**config.mk**
```make
export PLATFORM = sky130hd
export DESIGN_NAME = mem_req_arbiter
export DESIGN_NICKNAME = d
export VERILOG_FILES = /design/src/rtl/mem_req_arbiter.sv
export SDC_FILE = /design/constraint.sdc
export NUM_CORES = 1
export LEC_CHECK = 0
export ABC_AREA = 1
export ABC_CLOCK_PERIOD_IN_PS = 3350
export CAP_MARGIN = 20
export CORE_ASPECT_RATIO = 0.8
export CORE_MARGIN = 3
export CORE_UTILIZATION = 40
export DETAILED_ROUTE_END_ITERATION = 12
export GPL_TIMING_DRIVEN = 0
export HOLD_SLACK_MARGIN = 0.06
export PLACE_DENSITY = 0.79
export REMOVE_ABC_BUFFERS = 1
export SYNTH_ARGS = -nofsm -noshare
export SYNTH_HDL_FRONTEND = slang
export SYNTH_SLANG_ARGS = --single-unit
```
**constraint.sdc**
```tcl
create_clock -name CLK -period 3.35 [get_ports CLK]
set_clock_uncertainty 0.15 [all_clocks]
set_input_delay 0.335 -clock CLK [delete_from_list [all_inputs] [get_ports CLK]]
set_output_delay 0.335 -clock CLK [all_outputs]
set_load 0.02 [all_outputs]
```
**src/rtl/mem_req_arbiter.sv**
```systemverilog
// mem_req_arbiter
//   Shares one multchan_comm message channel between the instruction-fetch (I)
//   and data (D) memory ports. Each request is packed into a message for the
//   remote memory model; the single outstanding read is tracked and its data
//   is returned to the port that issued it.
//
//   Build option: define MEM_ARB_RR_EN for round-robin arbitration between I
//   and D (reset favours D). Undefined: fixed priority, D always wins.
//
// Parameters
//   TIMEOUT  max cycles spent waiting for a read response (0 = never time out)
//   TO_BITS  width of the timeout counter, must hold TIMEOUT
//
// Ports
//   CLK, RST_N                       clock, asynchronous active-low reset
//   i_req/i_addr                     I-port read request
//   i_done/i_rdata                   I-port completion pulse and read data
//   d_req/d_we/d_addr/d_wdata/d_mask D-port request (read or write)
//   d_done/d_rdata                   D-port completion pulse and read data
//   err                              pulse: timeout, bad length, unsolicited response
//   send_flag/send_len/send_data     outgoing message (send_ready = writable)
//   recv_avail/recv_len/recv_data    incoming response, popped by recv_ack pulse
module mem_req_arbiter #(
    parameter int unsigned TIMEOUT = 1024,
    parameter int unsigned TO_BITS = 11
) (
    input  logic        CLK,
    input  logic        RST_N,
    input  logic        i_req,
    input  logic [31:0] i_addr,
    output logic        i_done,
    output logic [31:0] i_rdata,
    input  logic        d_req,
    input  logic        d_we,
    input  logic [31:0] d_addr,
    input  logic [31:0] d_wdata,
    input  logic [3:0]  d_mask,
    output logic        d_done,
    output logic [31:0] d_rdata,
    output logic        err,
    output logic        send_flag,
    output logic [4:0]  send_len,
    output logic [71:0] send_data,
    input  logic        send_ready,
    input  logic        recv_avail,
    input  logic [4:0]  recv_len,
    input  logic [71:0] recv_data,
    output logic        recv_ack
);

    typedef enum logic [1:0] {
        ST_IDLE = 2'd0,
        ST_SEND = 2'd1,
        ST_WAIT = 2'd2
    } state_t;

    state_t               state, state_n;
    logic                 cur_d, cur_d_n;     // 1 = transfer belongs to D port
    logic                 cur_we, cur_we_n;
    logic [TO_BITS-1:0]   cnt, cnt_n;
    logic                 i_done_n, d_done_n, err_n, send_flag_n, recv_ack_n;
    logic [31:0]          i_rdata_n, d_rdata_n;
    logic [4:0]           send_len_n;
    logic [71:0]          send_data_n;

    logic                 resp_ok;
    logic                 grant_ok;
    logic                 d_win;
    logic                 rd_finish;
    logic [31:0]          rd_val;
    logic [31:0]          g_addr;

`ifdef MEM_ARB_RR_EN
    logic                 ptr_d, ptr_d_n;     // 1 = D favoured on a tie
`endif

    // Upper response bits carry nothing for a 4-byte read reply.
    logic                 unused_recv;
    assign unused_recv = ^recv_data[71:32];

    always_ff @(posedge CLK or negedge RST_N) begin
        if (!RST_N) begin
            state     <= ST_IDLE;
            cur_d     <= 1'b0;
            cur_we    <= 1'b0;
            cnt       <= '0;
            i_done    <= 1'b0;
            d_done    <= 1'b0;
            err       <= 1'b0;
            send_flag <= 1'b0;
            recv_ack  <= 1'b0;
            i_rdata   <= '0;
            d_rdata   <= '0;
            send_len  <= '0;
            send_data <= '0;
`ifdef MEM_ARB_RR_EN
            ptr_d     <= 1'b1;
`endif
        end else begin
            state     <= state_n;
            cur_d     <= cur_d_n;
            cur_we    <= cur_we_n;
            cnt       <= cnt_n;
            i_done    <= i_done_n;
            d_done    <= d_done_n;
            err       <= err_n;
            send_flag <= send_flag_n;
            recv_ack  <= recv_ack_n;
            i_rdata   <= i_rdata_n;
            d_rdata   <= d_rdata_n;
            send_len  <= send_len_n;
            send_data <= send_data_n;
`ifdef MEM_ARB_RR_EN
            ptr_d     <= ptr_d_n;
`endif
        end
    end

    always_comb begin
        state_n     = state;
        cur_d_n     = cur_d;
        cur_we_n    = cur_we;
        cnt_n       = cnt;
        i_done_n    = 1'b0;
        d_done_n    = 1'b0;
        err_n       = 1'b0;
        send_flag_n = 1'b0;
        recv_ack_n  = 1'b0;
        i_rdata_n   = i_rdata;
        d_rdata_n   = d_rdata;
        send_len_n  = send_len;
        send_data_n = send_data;
        rd_finish   = 1'b0;
        rd_val      = '0;
`ifdef MEM_ARB_RR_EN
        ptr_d_n     = ptr_d;
        d_win       = d_req & (~i_req | ptr_d);
`else
        d_win       = d_req;
`endif
        g_addr      = d_win ? d_addr : i_addr;

        // recv_avail is still high in the cycle our ack is on the wire; the
        // pop only takes effect at the next edge, so ignore it then.
        resp_ok  = recv_avail & ~recv_ack;
        // Requests are still held in the done cycle; starting a transfer then
        // would re-issue the completed one.
        grant_ok = ~i_done & ~d_done;

        unique case (state)
            ST_IDLE: begin
                if (resp_ok) begin
                    recv_ack_n = 1'b1;
                    err_n      = 1'b1;
                end
                if (grant_ok && (i_req || d_req)) begin
                    cur_d_n  = d_win;
                    cur_we_n = d_win & d_we;
                    if (d_win && d_we) begin
                        send_len_n  = 5'd9;
                        send_data_n = {4'b0, d_mask, d_addr, d_wdata};
                    end else begin
                        send_len_n  = 5'd5;
                        send_data_n = {40'b0, g_addr};
                    end
                    state_n = ST_SEND;
                end
            end

            ST_SEND: begin
                if (send_ready) begin
                    send_flag_n = 1'b1;
                    if (cur_we) begin
                        d_done_n = 1'b1;
                        state_n  = ST_IDLE;
`ifdef MEM_ARB_RR_EN
                        ptr_d_n  = ~cur_d;
`endif
                    end else begin
                        cnt_n   = '0;
                        state_n = ST_WAIT;
                    end
                end
            end

            ST_WAIT: begin
                cnt_n = cnt + 1'b1;
                if (resp_ok) begin
                    recv_ack_n = 1'b1;
                    if (recv_len == 5'd4) begin
                        rd_finish = 1'b1;
                        rd_val    = recv_data[31:0];
                    end else begin
                        err_n = 1'b1;
                    end
                end else if (TIMEOUT != 0 && cnt == TO_BITS'(TIMEOUT - 1)) begin
                    rd_finish = 1'b1;
                    err_n     = 1'b1;
                end
            end

            default: state_n = ST_IDLE;
        endcase

        if (rd_finish) begin
            state_n = ST_IDLE;
            if (cur_d) begin
                d_done_n  = 1'b1;
                d_rdata_n = rd_val;
            end else begin
                i_done_n  = 1'b1;
                i_rdata_n = rd_val;
            end
`ifdef MEM_ARB_RR_EN
            ptr_d_n = ~cur_d;
`endif
        end
    end

endmodule
```
* Word level (Yosys, flattened, before mapping)
Index checks and enable logic that the tools add are counted.
Word-level totals: bits in registers 161, word-level logic and storage cells 73
Operators by class: add/sub/neg operators 1, eq/ne operators 9, mux-type cells 32, bitwise logic cells 7, reduce and logical (&&, ||, !) cells 11
Operators by type and width (number):
- 2-to-1 mux 32 bit | 4
- 2-to-1 mux 68 bit | 1
- 2-to-1 mux 11 bit | 2
- one-hot mux 11 bit (2 select lines) | 1
- 2-to-1 mux 1 bit | 17
- adder 11 x 1 -> 11 bit (second input constant) | 1
- equality test 11 x 10 -> 1 bit (second input constant) | 1
- 2-to-1 mux 2 bit | 4
- inequality test 2 bit (second input constant) | 3
- inequality test 3 bit (second input constant) | 2
- one-hot mux 2 bit (3 select lines) | 1
- AND reduction 2 bit | 3
- AND reduction 3 bit | 2
- equality test 5 x 3 -> 1 bit (second input constant) | 1
- 2-to-1 mux 4 bit | 1
- inverter 1 bit | 4
- bitwise AND 1 bit | 3
- equality test 2 x 1 -> 1 bit (second input constant) | 1
- equality test 2 bit (second input constant) | 1
- logical AND 1 bit | 2
- zero test 2 bit | 1
- one-hot mux 1 bit (2 select lines) | 1
- nonzero test 2 bit | 1
- OR reduction 2 bit | 1
- logical OR 1 bit | 1

* Depth between registers and ports, before layout
Gate-level depths: netlist of the first run.
depth in word-level cells 6, mapped depth 9

* Worst setup path after synthesis of the first run
Ideal clock, no wire load.
path type register to register, start reg cnt[0], end reg d_rdata[22], data arrival time 1.352 ns, slack 1.730 ns, cell stages (with the launch flop) 10, buffers on the path 1, cell sequence dfrtp_1 -> ha_1 -> nand2_1 -> nor2_2 -> nand3_1 -> nand2_2 -> nand4_4 -> buf_6 -> nand2_1 -> nand2_1
Between the ends: longest elaborated chain between the ends 5
Ends and longest elaborated chain:
- start, declared | line 60 | logic [TO_BITS-1:0] cnt, cnt_n;
- start signal, assigned | line 103 | cnt <= cnt_n;
- equality test 11 x 10 -> 1 bit | line 196 | end else if (TIMEOUT != 0 && cnt == TO_BITS'(TIMEOUT - 1)) begin
- 2-to-1 mux 1 bit | line 196
- 2-to-1 mux 1 bit | line 188 | if (resp_ok) begin
- 2-to-1 mux 1 bit | line 150 | unique case (state)
- AND reduction 2 bit (no source line)
- end signal, assigned | line 110 | d_rdata <= d_rdata_n;
- end, declared | line 39 | output logic [31:0] d_rdata,
Every way passes these cells. A chain may end at the register's enable or synchronous reset.

* Worst setup path in the final report of the first run
start reg cur_d, end reg i_rdata[25]
Between the ends: longest elaborated chain between the ends 2
Ends and longest elaborated chain:
- start, declared | line 58 | logic cur_d, cur_d_n;
- start signal, assigned | line 101 | cur_d <= cur_d_n;
- inverter 1 bit (no source line)
- AND reduction 2 bit (no source line)
- end signal, assigned | line 109 | i_rdata <= i_rdata_n;
- end, declared | line 32 | output logic [31:0] i_rdata,
Every way passes these cells.

==> results of run 1 <==
==> state kept, by name (all words and copies together), names as in the netlist <==
signal / count
send_data: 68
send_flag: 1
state: 2
cur_d: 1
d_done: 1
send_len: 3
i_rdata: 32
recv_ack: 1
err: 1
cnt: 11
i_done: 1
d_rdata: 32
==> cell families (layout without fill, tap and decap cells) <==
kind of cell             after synthesis  after routing  synth area share
AO/OA/AOI/OAI                        102            102            0.1258
AND/OR/NAND/NOR                      353            353            0.2251
multiplexers                          18             18           0.02584
adder cells (fa/ha/maj)                1              1          0.001794
buffers and inverters                 91            359           0.06820
flip-flops                           154            154            0.5528
other                                  1              6         0.0005379
==> worst paths after layout <==
check                            start            end  slack (ps)
setup / recovery                 cur_d    i_rdata[25]         720
hold / removal                   RST_N     i_rdata[5]         310
setup reg to reg                 cur_d    i_rdata[25]         720
hold reg to reg            send_len[0]    send_len[0]         320
max in group asynchronous        RST_N  send_data[29]        1920
min in group CLK                 d_req  send_data[23]         320
==> cells in the final DEF (no fill, tap or decap), types with 2 or more instances in the layout <==
cell type        instances
inv_2                    9
clkdlybuf4s50_1        281
a31oi_1                  2
o21ai_2                  9
buf_16                   2
clkbuf_16               17
conb_1                   6
nand4_1                 65
o21ai_1                 11
nand2_2                  2
inv_6                    7
o211ai_2                29
o211ai_1                 3
nand2_1                252
a22o_1                  23
nor2_1                  16
clkinvlp_4               3
mux2i_1                 18
dfrtp_1                154
inv_1                   26
nand3_1                  9
nand4_4                  2
a21oi_1                  4
clkinv_4                 2
buf_12                   6
nor2_2                   2
o21ai_0                 19
inv_8                    2
nor2_4                   4
==> critical path: cells and delay by family, from the launching register on <==
family        cells  cell delay [ps]
buf+inv           2              790
flops             1              630
simple gates      3              910
==> layout make-up <==
cell class | count | area, um^2 | area share
Multi-Input combinational cell | 480 | 2669 | 0.2541
Clock buffer | 17 | 425.4 | 0.04051
Timing Repair Buffer | 292 | 3018 | 0.2874
Tap cell | 220 | 275.3 | 0.02621
Clock inverter | 15 | 128.9 | 0.01227
Inverter | 35 | 131.4 | 0.01251
Sequential cell | 154 | 3854 | 0.3670
==> synth_stat cells (2+ instances only) <==
| cell | instances | area (um^2) |
|---|---|---|
| nand3_1 | 9 | 45.04 |
| nor2_4 | 3 | 33.78 |
| nor2_1 | 17 | 63.81 |
| o21ai_2 | 9 | 78.83 |
| o21ai_0 | 19 | 95.09 |
| nand2_2 | 2 | 12.51 |
| inv_1 | 26 | 97.59 |
| a22o_1 | 23 | 201.4 |
| o211ai_2 | 29 | 362.9 |
| o21ai_1 | 11 | 55.05 |
| mux2i_1 | 18 | 180.2 |
| nor2_2 | 2 | 12.51 |
| a31oi_1 | 2 | 12.51 |
| o211ai_1 | 3 | 22.52 |
| clkbuf_1 | 15 | 56.30 |
| a21oi_1 | 4 | 20.02 |
| buf_4 | 12 | 90.09 |
| nand4_4 | 2 | 42.54 |
| buf_6 | 8 | 90.09 |
| nand2_1 | 252 | 945.9 |
| inv_2 | 9 | 33.78 |
| buf_2 | 20 | 100.1 |
| dfrtp_1 | 154 | 3854 |
| nand4_1 | 65 | 406.6 |
==> power by group through the flow <==
stage / logic, mW / registers (mW) / clock network [mW]
5_1_grt: 3.41 / 2.74 / 1.94
3_5_place_dp: 3.23 / 2.69 / 0
2_1_floorplan: 1.04 / 3.20 / 0
3_3_place_gp: 3.02 / 2.72 / 0
4_1_cts: 3.23 / 2.67 / 1.86
6_report: 3.20 / 2.67 / 1.82
==> metal layers <==
metal | GRT usage | wire length [um]
met1 | 0.2751 | 8411
met2 | 0.3601 | 10380
met3 | 0.07815 | 1890
met4 | 0.04633 | 237
met5 | 0 | 0
==> per-stage QoR <==
stage / instance area (um^2) / utilization / TNS (ps) / hold slack (ps) / setup WS, ps
after floorplan: 6646 / - / 0 / -110.6 / 44.06
after detailed placement: 9937 / 0.5909 / 0 / 189.5 / 685.7
after global routing: 10500 / 0.6245 / 0 / 313.4 / 523.9
after CTS: 10500 / 0.6245 / 0 / 299.7 / 677.4
final: 10500 / 0.6245 / 0 / 308.1 / 722.5
after global placement: 9754 / 0.5801 / -953280 / 300.5 / -4654
==> results.json, run 1 <==
{
  "clk_path_buf_depth": 2,
  "fmax_ghz": 0.3806,
  "die_area_um2": 19060,
  "place_congestion": 0.7961,
  "worstPathRequired_ps": 3500,
  "place_inst": 1180,
  "die_w_um": 153.6,
  "p_seq_frac": 0.347,
  "netlist_area_um2": 6972,
  "area_delta_synth_final_pct": 50.63,
  "endpoint_kind": "flop",
  "start_util": 0.4146,
  "fillers": 1408,
  "power_density_nw_per_um2": 732.0,
  "cp-start-kind": "flop",
  "fin_crit_sh": 0.7843,
  "swShare": 0.3838,
  "path_max_fanout": 34,
  "instances_no_fill": 1213,
  "grt_antenna_before_repair": 0,
  "route.vias.total": 6198,
  "yosys_warnings": 0,
  "relSlewSlack": 0.3022,
  "final_net_count": 1165,
  "avgSynthCellArea_um2": 9.683,
  "cts_resized": 0,
  "cts_buffers": 17,
  "track_usage": 0.2163,
  "overflow": 0,
  "power.total_mw": 7.686,
  "p_comb_frac": 0.416,
  "p_leak_nw": 4.887,
  "ys_types": 30,
  "reg2reg_depth": 5,
  "pwr-share-clk": 0.237,
  "async_flop_share": 1.000,
  "finalHoldViolations": 0,
  "path_cells": "buf_16 -> inv_2 -> nand4_4 -> nand2_1 -> nand2_1",
  "cp_data_arrival_time_ps": 2780,
  "postSynthCellCount": 720,
  "cts.sinks": 154,
  "ys_seq_area_frac": 0.5528,
  "finalSetupViolCount": 0,
  "max_stage_delay_ps": 630,
  "post_drt_wl_per_cell_um": 17.24,
  "ant_nets": 0,
  "ctsHoldBuffers": 1,
  "io_pins": 330,
  "cpMostUsedCell": "nand2_1",
  "layout_min_cycle_time_ps": 2627,
  "remaining_drc_errors": 0,
  "drt_iter0_markers": 360,
  "tightest_slew_ps": 1043,
  "hp-class": "in -> async",
  "clkLatencyLatePin_ps": 420,
  "maxSlewViolCount": 0,
  "io_buffers": 283,
  "max_cap_violations": 0,
  "tritoncts": "yes",
  "synth_seq_cells": 154,
  "internal_power_mw": 4.736,
  "design.core.area_um2": 16820,
  "via_per_inst": 5.110,
  "core.rowCount": 42,
  "antenna_cells": 0,
  "dr.pass1.iters": 7,
  "power.switching_mw": 2.950,
  "cpMaxStageDelayCell": "dfrtp_1",
  "drive_gt1_frac": 0.1017,
  "status": "finished clean",
  "synth_ff_type": "dfrtp_1",
  "worstSetupPathType": "reg -> reg",
  "clkTransAtPathRegs_ps": 70,
  "rsz0062_at_grt": "no",
  "wirelength_um": 20910,
  "ir_drop_v": 0.0004302,
  "grt_start_max_net_pins": 84,
  "fp.dieH_um": 124.1,
  "grt_pass1_vias": 6097,
  "cts_setup_buffers": 0,
  "synth_edf_count": 0,
  "cts-root-buf": "clkbuf_16",
  "htreeDepth": 4,
  "grt_pass1_wl_um": 32610,
  "dp_hpwl_um": 14850
}
No activity file was read; power rests on OpenSTA's default activity.
==> inputs of run 2 (changes only) <==
--- a/config.mk
+++ b/config.mk
@@ -6,7 +6,7 @@
 export NUM_CORES = 1
 export LEC_CHECK = 0
 export ABC_AREA = 1
-export ABC_CLOCK_PERIOD_IN_PS = 3350
+export ABC_CLOCK_PERIOD_IN_PS = 2500
 export CAP_MARGIN = 20
 export CORE_ASPECT_RATIO = 0.8
 export CORE_MARGIN = 3
==> constraint.sdc (replaced) <==
create_clock -name CLK -period 2.5 [get_ports CLK]
set_clock_uncertainty 0.15 [all_clocks]
set_input_delay 0.25 -clock CLK [delete_from_list [all_inputs] [get_ports CLK]]
set_output_delay 0.25 -clock CLK [all_outputs]
set_load 0.02 [all_outputs]
==> run 2 against run 1 <==
Sequential power increased by 34%. First-iteration DRC count down 6.1%. Clock power is 35% higher. Register-to-register slack lost 490 ps. Power is 35% higher. Largest cell class unchanged. Largest power group unchanged.
==> results.json, run 2 (same netlist as run 1, synthesis figures left out) <==
{
  "grt_pass1_wl_um": 33000,
  "instances_no_fill": 1215,
  "via_per_inst": 5.172,
  "worstSetupPathType": "reg -> reg",
  "final_core_util": 0.6263,
  "remaining_drc_errors": 0,
  "maxSlewViolCount": 0,
  "worstPathRequired_ps": 2660,
  "max_cap_violations": 0,
  "antenna_cells": 0,
  "start_util": 0.4146,
  "drt_iter0_markers": 338,
  "final_net_count": 1167,
  "p_comb_frac": 0.418,
  "cts_buffers": 17,
  "dpl_cell_area_um2": 9937,
  "relSlewSlack": 0.2976,
  "layout_setup_ws_ps": 233.7,
  "fin_area_um2": 10530,
  "fmax_ghz": 0.4413,
  "endpoint_kind": "flop",
  "htreeDepth": 4,
  "cts-root-buf": "clkbuf_16",
  "place_inst": 1180,
  "grt_antenna_before_repair": 0,
  "grt_start_max_net_pins": 84,
  "busiest_layer": "met2",
  "place_congestion": 0.7961,
  "ir_drop_v": 0.0005764,
  "cp-start-kind": "flop",
  "post_drt_wl_per_cell_um": 17.71,
  "fp.dieH_um": 124.1,
  "layout_min_cycle_time_ps": 2266,
  "cts.sinks": 154,
  "design.core.area_um2": 16820,
  "fillers": 1406,
  "clkLatencyLatePin_ps": 420,
  "power_density_nw_per_um2": 984.1,
  "dp_hpwl_um": 14850,
  "place_ws_ps": -164.3,
  "fin_crit_sh": 0.9065,
  "largest_register": "send_data",
  "clk_path_buf_depth": 2,
  "grt_pass1_vias": 6129,
  "layout_common_cells": "clkdlybuf4s50_1, nand2_1, dfrtp_1, nand4_1, o211ai_2",
  "cp_data_arrival_time_ps": 2430,
  "final_common_cell": "clkdlybuf4s50_1",
  "tritoncts": "yes",
  "ant_nets": 0,
  "area_delta_synth_final_pct": 51.06,
  "overflow": 0,
  "use_met2": 0.3634,
  "p_leak_nw": 4.891,
  "dr.pass1.iters": 7,
  "path_max_fanout": 33,
  "grt_use_met3": 0.07711,
  "holdWs_ps": 223.0,
  "internal_power_mw": 6.354,
  "met1_usage": 0.2803,
  "p_seq_frac": 0.346,
  "swShare": 0.3869,
  "hp-class": "in -> async",
  "rsz0062_at_grt": "no",
  "core.rowCount": 42,
  "pwr-share-clk": 0.236,
  "power.total_mw": 10.36,
  "io_buffers": 283,
  "wirelength_um": 21510,
  "die_area_um2": 19060,
  "drive_gt1_frac": 0.1045,
  "tns_ps": 0,
  "finalHoldViolations": 0,
  "clkTransAtPathRegs_ps": 70,
  "status": "finished clean",
  "io_pins": 330,
  "power.switching_mw": 4.010,
  "tightest_slew_ps": 1050,
  "largest_register_ffs": 68,
  "track_usage": 0.2189,
  "route.vias.total": 6284,
  "largestRegisters": "send_data: 68 flops, d_rdata: 32 flops, i_rdata: 32 flops",
  "die_w_um": 153.6,
  "finalSetupViolCount": 0
}
## run 2: cell count changes in the layout (fill, tap and decap cells not counted)
cell,previous run,this run
clkinv_2,1,2
dfrtp_1,154,153
nor2_2,2,3
inv_2,9,8
nand4_4,2,3
dfrtp_2,0,1
## run 2: power groups by stage
stage               registers [mW]  clock network [mW]  logic (mW)
global placement              3.64                   0        4.04
floorplan                     4.29                   0        1.39
CTS                           3.58                2.50        4.35
finish                        3.59                2.45        4.33
global route                  3.68                2.60        4.61
detailed placement            3.60                   0        4.33
## run 2: critical path: stages, from the launching register on
cell and delay, ps:
dfrtp_1 520, nor2_4 190, inv_2 60, nor2_2 200
nand2_2 600, o211ai_1 420
## run 2: worst paths after layout
kind	start	endpoint	slack (ps)	depth (start not counted)
min in group CLK	d_req	send_data[30]	230	3
min	RST_N	i_rdata[5]	220	2
max	state[0]	send_data[1]	230	5
max in group asynchronous	RST_N	send_data[29]	1150	3
max reg2reg	state[0]	send_data[1]	230	5
min reg2reg	send_len[0]	send_len[0]	320	1
## run 2: final cells by class
type	instances	area, um^2	share of cell area
Tap cell	220	275.3	0.02614
Timing Repair Buffer	292	3018	0.2866
Sequential cell	154	3855	0.3660
Clock buffer	17	425.4	0.04039
Inverter	35	132.6	0.01259
Multi-Input combinational cell	482	2696	0.2560
Clock inverter	15	128.9	0.01224
## run 2: timing repair
item | 4_1_cts | 5_1_grt
cloned | 1 | 1
hold buffers | 1 | 0
hold endpoints to repair | 71 | 0
setup buffers | 0 | 0
setup endpoints to repair | 32 | 55
gates resized for setup | 1 | 2
pin swaps | 0 | 1
## run 2: per-layer routing
metal | vias to the layer above | share of wire
li1 | 2960 | -
met1 | 3060 | 0.41
met2 | 246 | 0.50
met3 | 18 | 0.085
met4 | 0 | 0.013
met5 | - | 0
